<file path="src/rtl/vscale_pkg.sv">
// Shared types and constants for the vertical-scaler line fetch path.
// The optional line-pair cache is enabled by defining LINE_PAIR_CACHE_EN.
package vscale_pkg;

    localparam int PIX_DW_DEF = 24;
    localparam int RES_W      = 16;
    localparam int ADDR_W     = 32;

    typedef enum logic [2:0] {
        ST_IDLE  = 3'd0,
        ST_REQ0  = 3'd1,
        ST_DATA0 = 3'd2,
        ST_REQ1  = 3'd3,
        ST_DATA1 = 3'd4,
        ST_READY = 3'd5
    } fetch_state_t;

    // Pin a requested line to the last line of the frame; yres must be non-zero.
    function automatic logic [RES_W-1:0] clamp_line(input logic [RES_W-1:0] line,
                                                    input logic [RES_W-1:0] yres);
        logic [RES_W-1:0] last;
        last = yres - 16'd1;
        return (line > last) ? last : line;
    endfunction

endpackage

</file>
<file path="src/rtl/line_addr_gen.sv">
// Clamps the requested upper line, derives the lower line, and registers
// the DDR byte address of both lines when a new fetch is accepted.
module line_addr_gen
    import vscale_pkg::*;
#(
    parameter logic [ADDR_W-1:0] BASE_ADDR   = 32'h0000_0000,
    parameter logic [ADDR_W-1:0] LINE_STRIDE = 32'd8192
) (
    input  logic              vin_clk,
    input  logic              rst_n,
    input  logic              load,
    input  logic [RES_W-1:0]  fetch_line,
    input  logic [RES_W-1:0]  yres,
    output logic [ADDR_W-1:0] addr0,
    output logic [ADDR_W-1:0] addr1
);

    logic [RES_W-1:0] l0_c;
    logic [RES_W-1:0] l1_c;

    // L0 <= yres-1 <= 65534, so L0+1 cannot wrap.
    assign l0_c = clamp_line(fetch_line, yres);
    assign l1_c = clamp_line(l0_c + 16'd1, yres);

    always_ff @(posedge vin_clk or negedge rst_n) begin
        if (!rst_n) begin
            addr0 <= '0;
            addr1 <= '0;
        end else if (load) begin
            addr0 <= BASE_ADDR + ({{(ADDR_W-RES_W){1'b0}}, l0_c} * LINE_STRIDE);
            addr1 <= BASE_ADDR + ({{(ADDR_W-RES_W){1'b0}}, l1_c} * LINE_STRIDE);
        end
    end

endmodule

</file>
<file path="src/rtl/line_fetch_ctrl.sv">
// Fetches an upper/lower source line pair from DDR into two line buffers.
// Define LINE_PAIR_CACHE_EN to skip refetching a pair already held.
module line_fetch_ctrl
    import vscale_pkg::*;
#(
    parameter logic [ADDR_W-1:0] BASE_ADDR   = 32'h0000_0000,
    parameter logic [ADDR_W-1:0] LINE_STRIDE = 32'd8192,
    parameter int                PIX_DW      = PIX_DW_DEF
) (
    input  logic              vin_clk,
    input  logic              rst_n,
    input  logic              frame_sync_n,
    input  logic [RES_W-1:0]  vin_xres,
    input  logic [RES_W-1:0]  vin_yres,
    input  logic              fetch_en,
    input  logic [RES_W-1:0]  fetch_line,
    output logic              ram_ready,
    output logic              rd_req,
    output logic [ADDR_W-1:0] rd_addr,
    output logic [RES_W-1:0]  rd_len,
    input  logic              rd_ack,
    input  logic              rd_dvalid,
    input  logic [PIX_DW-1:0] rd_data,
    output logic              lbuf_we,
    output logic              lbuf_sel,
    output logic [RES_W-1:0]  lbuf_addr,
    output logic [PIX_DW-1:0] lbuf_wdata,
    output logic [2:0]        dbg_state
);

    // Handshake: rd_req is held with rd_addr/rd_len stable until a cycle with
    // rd_ack=1, which is the transfer; rd_dvalid beats have no back-pressure.

    fetch_state_t     state_q, state_d;
    logic [RES_W-1:0] xres_q;
    logic [RES_W-1:0] beat_q;
    logic             done_q;
    logic [ADDR_W-1:0] addr0, addr1;

    logic accept, hit, load, req_state, ack_xfer, in_data, take, beat_last;

    assign accept    = fetch_en && frame_sync_n
                       && (state_q == ST_IDLE || state_q == ST_READY)
                       && (vin_xres != '0) && (vin_yres != '0);
    assign load      = accept && !hit;
    assign req_state = (state_q == ST_REQ0) || (state_q == ST_REQ1);
    assign ack_xfer  = req_state && rd_req && rd_ack;
    assign in_data   = ((state_q == ST_DATA0) || (state_q == ST_DATA1)) && !done_q;
    assign take      = in_data && rd_dvalid;
    assign beat_last = (beat_q == xres_q - 16'd1);

    assign ram_ready = (state_q == ST_READY);
    assign dbg_state = state_q;

    line_addr_gen #(
        .BASE_ADDR   (BASE_ADDR),
        .LINE_STRIDE (LINE_STRIDE)
    ) u_addr_gen (
        .vin_clk    (vin_clk),
        .rst_n      (rst_n),
        .load       (load),
        .fetch_line (fetch_line),
        .yres       (vin_yres),
        .addr0      (addr0),
        .addr1      (addr1)
    );

`ifdef LINE_PAIR_CACHE_EN
    logic             tag_valid_q;
    logic [RES_W-1:0] tag_q;
    logic [RES_W-1:0] pend_l0_q;

    assign hit = accept && tag_valid_q && (clamp_line(fetch_line, vin_yres) == tag_q);

    // The tag is dropped as soon as a refetch starts overwriting the buffers.
    always_ff @(posedge vin_clk or negedge rst_n) begin
        if (!rst_n) begin
            tag_valid_q <= 1'b0;
            tag_q       <= '0;
            pend_l0_q   <= '0;
        end else if (!frame_sync_n) begin
            tag_valid_q <= 1'b0;
        end else if (load) begin
            tag_valid_q <= 1'b0;
            pend_l0_q   <= clamp_line(fetch_line, vin_yres);
        end else if (done_q) begin
            tag_valid_q <= 1'b1;
            tag_q       <= pend_l0_q;
        end
    end
`else
    assign hit = 1'b0;
`endif

    always_comb begin
        state_d = state_q;
        case (state_q)
            ST_IDLE, ST_READY: if (accept) state_d = hit ? ST_READY : ST_REQ0;
            ST_REQ0:           if (ack_xfer) state_d = ST_DATA0;
            ST_DATA0:          if (take && beat_last) state_d = ST_REQ1;
            ST_REQ1:           if (ack_xfer) state_d = ST_DATA1;
            // Hold DATA1 one cycle past the last beat so READY follows the final write.
            ST_DATA1:          if (done_q) state_d = ST_READY;
            default:           state_d = ST_IDLE;
        endcase
        if (!frame_sync_n) state_d = ST_IDLE;
    end

    always_ff @(posedge vin_clk or negedge rst_n) begin
        if (!rst_n) state_q <= ST_IDLE;
        else        state_q <= state_d;
    end

    always_ff @(posedge vin_clk or negedge rst_n) begin
        if (!rst_n) begin
            rd_req     <= 1'b0;
            rd_addr    <= '0;
            rd_len     <= '0;
            xres_q     <= '0;
            beat_q     <= '0;
            done_q     <= 1'b0;
            lbuf_we    <= 1'b0;
            lbuf_sel   <= 1'b0;
            lbuf_addr  <= '0;
            lbuf_wdata <= '0;
        end else if (!frame_sync_n) begin
            rd_req  <= 1'b0;
            lbuf_we <= 1'b0;
            beat_q  <= '0;
            done_q  <= 1'b0;
        end else begin
            if (load) xres_q <= vin_xres;

            if (req_state) begin
                if (ack_xfer) begin
                    rd_req <= 1'b0;
                end else if (!rd_req) begin
                    rd_req  <= 1'b1;
                    rd_addr <= (state_q == ST_REQ0) ? addr0 : addr1;
                    rd_len  <= xres_q;
                end
            end else begin
                rd_req <= 1'b0;
            end

            lbuf_we <= take;
            if (take) begin
                lbuf_sel   <= (state_q == ST_DATA1);
                lbuf_addr  <= beat_q;
                lbuf_wdata <= rd_data;
                beat_q     <= beat_last ? '0 : beat_q + 16'd1;
            end
            done_q <= take && beat_last && (state_q == ST_DATA1);
        end
    end

endmodule

</file>
<file path="config.mk">
export PLATFORM = sky130hd
export DESIGN_NAME = line_fetch_ctrl
export DESIGN_NICKNAME = d
export VERILOG_FILES = /design/src/rtl/vscale_pkg.sv /design/src/rtl/line_addr_gen.sv /design/src/rtl/line_fetch_ctrl.sv
export SDC_FILE = /design/constraint.sdc
export NUM_CORES = 1
export LEC_CHECK = 0
export ABC_AREA = 1
export CAP_MARGIN = 20
export CORE_ASPECT_RATIO = 0.7
export CORE_MARGIN = 3
export CORE_UTILIZATION = 47
export CTS_CLUSTER_SIZE = 40
export DETAILED_ROUTE_END_ITERATION = 10
export GPL_TIMING_DRIVEN = 0
export HOLD_SLACK_MARGIN = 0.06
export PLACE_DENSITY = 0.77
export SLEW_MARGIN = 20
export SYNTH_ARGS = -nofsm -noshare
export SYNTH_HDL_FRONTEND = slang
export SYNTH_SLANG_ARGS = --single-unit
</file>
<file path="constraint.sdc">
create_clock -name vin_clk -period 2.6 [get_ports vin_clk]
set_input_delay 0.78 -clock vin_clk [delete_from_list [all_inputs] [get_ports vin_clk]]
set_output_delay 0.78 -clock vin_clk [all_outputs]
set_load 0.01 [all_outputs]
</file>
==> out/qor.yml <==
core_sq_mm: 0.0173
worstMarginPinSlew_ns: 0.793
dp_hpwl_microns: 17900
start_kind: "input pin"
clock_skew_ns: 0.00843
p_leak_nw: 5.97
cpMaxStageDelayCell: "ha_4"
ff2ff_path_depth: 17
cp_slowest_stage_delay_ns: 0.31
rsz0062_at_grt: "true"
seqCellArea_sq_mm: 0.00358
overflow: 0
m1WireLength_microns: 12400
failed_checks: "setup timing"
std_cell_rows: 40
clk_pin_slew_ns: 0.06
multi_input_area_sq_mm: 0.00517
fillers: 1138
yosysSeqAreaShare: 0.429
peakVddDrop_mv: 0.648
dieHeight_microns: 117
track_usage: 0.281
power_frac_clock: 0.233
place_inst: 1469
finalCoreUtilization: 0.748
setup_viol: 51
num_vias: 8860
status: "finished with violations"
drive_above_1_share: 0.273
fin_crit_sh: 2.39
cts_sinks: 143
switching_share: 0.394
io_pins: 173
p_switching_w: 0.00469
placed_cell_area_sq_mm: 0.0104
synth_cells: 1067
cts_tree: "done"
cts_made_buffers: 17
crit_required_ns: 2.95
wl_met2_microns: 13400
preCtsSetupSlack_ns: -4.74
hold_slack_ns: 0.355
antenna_found_initial: 1
slew_headroom: 0.472
report.final.slew_viol_count: 0
yosysWarningCount: 0
via_per_inst: 5.52
ys_ff_latch: 143
area_growth_pct: 55.0
min_period_ns: 6.21
dieWidth_microns: 165
finish.net_count: 1471
dr.pass1.iters: 5
timing.fmax_ghz: 0.161
wl_met3_microns: 2380
finalNonFillerCells: 1605
finalHoldViolCount: 0
pwr-share-comb: 0.453
dieArea_sq_mm: 0.0194
final_common_cell: "nand2_1"
final_cell_mix: "nand2_1 (283), dfrtp_1 (143), clkdlybuf4s50_1 (143)"
cts_hold_buf: 0
htree_num_levels: 4
ant_nets: 0
grt_max_degree: 84
crit_path_frequent_cell: "buf_4"
clock_path_buffers: 2
wire_per_inst_microns: 18.2
path_max_fanout: 5
intPower_w: 0.00721
clk_latency_ns: 0.42
drt-total-wl_microns: 29300
worst_setup_path_end_kind: "flip-flop"
final_area_sq_mm: 0.0129
pwr-share-seq: 0.314
grt_pass1_vias: 8512
drt-initial-drc-count: 887
ys_types: 52
grt_pass1_wl_microns: 43500
top_layer_used: "met4"
drc: 0
cts_root_buffer: "clkbuf_16"
synth_top_cell_by_area: "dfrtp_1"
num_antenna_cells: 0
critPathArrivalTime_ns: 6.56
synth_area_sq_mm: 0.00833
io_buffers: 155
worstHoldPathType: "input pin to asynchronous set/reset pin"
critPathKind: "input pin to flip-flop"
synth_area_leaders: "dfrtp_1 (43%), nand2_1 (15%), o21ai_0 (6.1%)"
cap_violations: 0
synth_top_cell_area_share: 0.429
setup_ws_ns: -3.61
start_util: 0.483
place_congestion: 0.860
syn_avg_cell_area_sq_um: 7.81
powerDensity_mw_per_mm2: 922
area by class of cell:
| type | instances | share of cell area |
|---|---|---|
| timing repair buffer | 261 | 0.194 |
| inverter | 99 | 0.0306 |
| multi-input combinational | 790 | 0.400 |
| tap | 231 | 0.0224 |
| buffer | 49 | 0.0242 |
| clock inverter | 13 | 0.0163 |
| clock buffer | 19 | 0.0351 |
| sequential | 143 | 0.277 |
synth_stat cells, drive strengths merged:
cell and number:
or2 6, o22ai 14, clkbuf 28, nor2 72, ha 32, or3 1, nand3b 4, o21ai 106
xor2 43, and3 1, xnor2 11, nor3 13, o31ai 1, o21bai 3, clkinv 2, conb 1
o32ai 1, a211oi 6, buf 22, a21o 1, a2111oi 1, a211o 1, nand4 13, nand3 69
o311ai 1, dfrtp 143, inv 97, nor4 10, nor3b 1, and2 2, o2111ai 1, a21oi 16
nand2 343, o211ai 1
metrics by stage:
step / power [W] / setup TNS [ns]
finish: 0.0119 / -80.91
global route: 0.0125 / -92.92
CTS: 0.0113 / -74.18
detailed placement: 0.00790 / -151.49
global placement: 0.00777 / -863.53
floorplan: 0.00597 / -59.10
power groups by stage:
| stage | Sequential (W) | Combinational, W | Clock, W |
|---|---|---|---|
| floorplan | 0.00377 | 0.00220 | 0 |
| global placement | 0.00365 | 0.00411 | 0 |
| detailed placement | 0.00368 | 0.00422 | 0 |
| CTS | 0.00369 | 0.00485 | 0.00275 |
| global route | 0.00382 | 0.00586 | 0.00286 |
| finish | 0.00374 | 0.00539 | 0.00277 |
path summary, 6_finish.rpt:
path	startpoint	endpoint	slack [ns]
max	vin_yres[0]	u_addr_gen.addr1[28]	-3.61
max in group asynchronous	rst_n	u_addr_gen.addr1[18]	1.50
max reg2reg	xres_q[0]	beat_q[13]	-0.36
min in group vin_clk	lbuf_wdata[7]	lbuf_wdata[7]	0.47
min reg2reg	lbuf_wdata[7]	lbuf_wdata[7]	0.47
min	rst_n	lbuf_wdata[10]	0.35
sequential cells by signal (all words and copies together), names as in the netlist:
| register | count |
|---|---|
| lbuf_addr | 16 |
| lbuf_we | 1 |
| beat_q | 16 |
| u_addr_gen.addr0 | 16 |
| u_addr_gen.addr1 | 16 |
| lbuf_sel | 1 |
| lbuf_wdata | 24 |
| rd_addr | 16 |
| dbg_state | 3 |
| rd_len | 16 |
| xres_q | 16 |
| rd_req | 1 |
| done_q | 1 |
cells by family after synthesis:
logic type,share of synthesized area
flip-flops,0.429
other,0.000450
adder cells (fa/ha/maj),0.0480
XOR/XNOR,0.0567
buffers and inverters,0.0776
AO/OA/AOI/OAI,0.102
AND/OR/NAND/NOR,0.286
worst max-delay path: cells and delay by family:
family	cells	cell delay, ns
simple gates	17	2.20
xor+xnor	2	0.47
fa+ha+maj	2	0.45
compound gates	2	0.19
buf+inv	20	2.47
what timing repair did:
| item | in CTS | in global routing |
|---|---|---|
| gates cloned | 4 | 0 |
| buffers inserted | 74 | 30 |
| resized for setup | 169 | 123 |
| pin swaps | 64 | 81 |
| endpoints found under the setup margin | 99 | 98 |
layer usage:
metal | track usage | up-vias
li1 | - | 4039
met1 | 0.412 | 4245
met2 | 0.420 | 474
met3 | 0.0498 | 102
met4 | 0.0959 | 0
met5 | 0 | -
Power figures use the tool's default switching activity.
==> patch: new RTL, config.mk and constraints unchanged <==
Register the output `dbg_state` once more, cleared by the reset; this adds one clock of latency there. The other outputs are not delayed to match.
--- a/src/rtl/line_fetch_ctrl.sv
+++ b/src/rtl/line_fetch_ctrl.sv
@@ -52,3 +52,9 @@
     assign ram_ready = (state_q == ST_READY);
-    assign dbg_state = state_q;
+    always_ff @(posedge vin_clk or negedge rst_n) begin
+        if (!rst_n) begin
+            dbg_state <= '0;
+        end else begin
+            dbg_state <= state_q;
+        end
+    end
 
Behaviour: not the same (a bounded check fails within 4 cycles, from zero or initial values and one cycle with rst_n low).
==> patch against the unedited design <==
  * Final cell count grew 1.4%
  * Setup slack gained 240 ps
  * Sequential share of layout area shrank 0.41 points
  * Total power grew 1.3%
  * Utilization grew 2.3 points
  * Synthesized area grew 0.90%
  * The flow still finishes with violations (setup timing)
  * First-iteration DRC count grew 49%
  * Sequential cell count grew 3
  * Cell area grew 3.6%
  * Critical path type unchanged
  * Routed wire length grew 14%
  * Critical path depth shrank 1
==> patch: results (changes against the unedited design) <==
The slowest stage of the critical path belongs to the cell sky130_fd_sc_hd__nor3_2. The power of the combinational group is 5.89 mW (+9.3%), and the net switching component of the power is 5.029 mW (+7.2%). The depth of the most critical reg-to-reg path was 15 (-2); the average vias per placed instance was 5.930 (+7.4%). The maximum single-stage delay on the critical path was 350 ps (+40 ps); the setup slack of the most critical reg-to-reg path was -750 ps (-390 ps). The logs give 6 (+1) for the iteration count of the initial detailed-routing pass and 0.0005685 V (-12%) for the worst ir drop on vdd.

The biggest fanout along the worst timing path was 7 (+2). The tools report the launching point of the worst reg2reg path as xres_q[1]. The tools report the worst hold slack as 272.5 ps (-82.04 ps).

The met1 track demand over resource came out at 39.43% (-1.8 points). The logs give 4031 microns (+70%) for the met3 wire length and 1320 (+49%) for the initial detailed-routing violation count. The tools report the last weighted congestion value of the routability-driven placer as 0.9325 (+8.4%).

The run gives 12760 microns (+2.5%) as the met1 layer wirelength in the final routing. Met2 usage: 41.94% (about the same). The post-route setup TNS was -79790 ps (+1117 ps); the total half-perimeter wirelength after legalization and detailed placement was 18550 microns (+3.6%).

By count the netlist is led by sky130_fd_sc_hd__nand2_1, sky130_fd_sc_hd__dfrtp_1, sky130_fd_sc_hd__inv_1, sky130_fd_sc_hd__nand3_1, sky130_fd_sc_hd__o21ai_0. The logs give 18.70 ps (+10.27 ps) for the worst clock skew on the final layout and 67 (+31%) for the final count of negative-setup-slack endpoints. The overall routing resource usage was 27.85% (-0.26 points). The run gives 43.45% (+0.51 points) as the part of the Yosys area used for sequential elements. For the standard cell area after detailed placement, the log shows 10480 sq um (+0.53%). The average detailed-routed wire length per instance works out to 20.47 microns (+12%).

The routing usage on met3 was 7.989% (+3.0 points); the number of filler instances in the final layout was 1037 (-8.9%). The highest routed metal layer is met5. For the first-pass GRT wire length, the log shows 44330 microns (+1.9%). The layout cell share with drive strength beyond 1 was 29.58% (+2.3 points); the distinct cell type count after synthesis was 47 (-9.6%).

The synthesized area per cell came out at 7.859 sq um (+0.62%). The logs give 6.199 nW (+3.9%) for the standby leakage power and 85 (+1.2%) for the pin count of the biggest net entering global routing. By area the synthesized netlist is led by sky130_fd_sc_hd__dfrtp_1, sky130_fd_sc_hd__nand2_1, sky130_fd_sc_hd__xor2_1.

The worst setup margin was -3366 ps (+238.7 ps). The run gives 2.40 mW (-13%) as the clock network power. For the final total power, the log shows 12.07 mW (+1.3%). The number of input and output port buffers inserted came out at 156 (+0.65%). The checks that failed: setup timing. The flow ran to the end, but the final reports show violations.
-- patch: changes by cell type in the layout (fill, tap and decap cells not counted), moves of 5 or more --
| cell | unedited run | this run |
|---|---|---|
| sky130_fd_sc_hd__nand4_1 | 12 | 24 |
| sky130_fd_sc_hd__inv_6 | 1 | 6 |
| sky130_fd_sc_hd__nand2_4 | 14 | 31 |
| sky130_fd_sc_hd__o21ai_2 | 5 | 13 |
| sky130_fd_sc_hd__buf_6 | 18 | 30 |
| sky130_fd_sc_hd__nand3_2 | 23 | 17 |
| sky130_fd_sc_hd__bufinv_16 | 5 | 0 |
| sky130_fd_sc_hd__clkbuf_1 | 22 | 16 |
| sky130_fd_sc_hd__nand3_1 | 41 | 48 |
| sky130_fd_sc_hd__a31oi_1 | 0 | 17 |
| sky130_fd_sc_hd__nand2_2 | 43 | 37 |
| sky130_fd_sc_hd__o21ai_0 | 81 | 40 |
| sky130_fd_sc_hd__nand2_1 | 283 | 272 |
-- patch: logic make-up (layout without fill, tap and decap cells) --
logic type,Yosys count,in the layout,share of synthesized area (%)
and+or+nand+nor,551,552,29.04
AOI/OAI and AO/OA,131,131,8.912
buffers and inverters,151,461,7.752
DFF,146,146,43.45
other,1,16,0.04459
xor gates and xnor gates,58,58,6.041
adders and majority gates,32,32,4.761
-- patch: cell type report --
type | count | area [sq um] | area share, %
Multi-Input combinational cell | 789 | 5329 | 39.81
Clock buffer | 18 | 429.2 | 3.207
Timing Repair Buffer | 278 | 2696 | 20.15
Sequential cell | 146 | 3654 | 27.30
Tap cell | 231 | 289.0 | 2.159
Inverter | 98 | 396.6 | 2.963
Buffer | 53 | 456.7 | 3.412
Clock inverter | 14 | 133.9 | 1.000
-- patch: how the worst max path moves through the flow --
| stage | start | to | slack [ps] | cells past startpoint |
|---|---|---|---|---|
| 5_1_grt | vin_yres[4] | u_addr_gen.addr1[28] | -3600 | 40 |
| 2_1_floorplan | vin_yres[0] | u_addr_gen.addr1[20] | -2820 | 40 |
| 3_3_place_gp | rst_n | u_addr_gen.addr1[26] | -5090 | 1 |
| 6_report | vin_yres[0] | u_addr_gen.addr1[28] | -3370 | 42 |
| 4_1_cts | vin_yres[0] | u_addr_gen.addr1[28] | -2870 | 39 |
| 3_5_place_dp | vin_yres[0] | u_addr_gen.addr1[28] | -4460 | 39 |
-- patch: critical path, delay by kind of cell --
| kind | cells | cell delay (ps) |
|---|---|---|
| simple gates | 27 | 3500 |
| fa+ha+maj | 3 | 720 |
| buf+inv | 9 | 870 |
| xor+xnor | 1 | 220 |
| compound gates | 2 | 180 |
-- patch: what timing repair did --
item / 4_1_cts / 5_1_grt
buffers inserted: 85 / 44
resized for setup: 236 / 154
cloned: 7 / 1
endpoints found under the setup margin: 70 / 101
pin swaps: 71 / 41
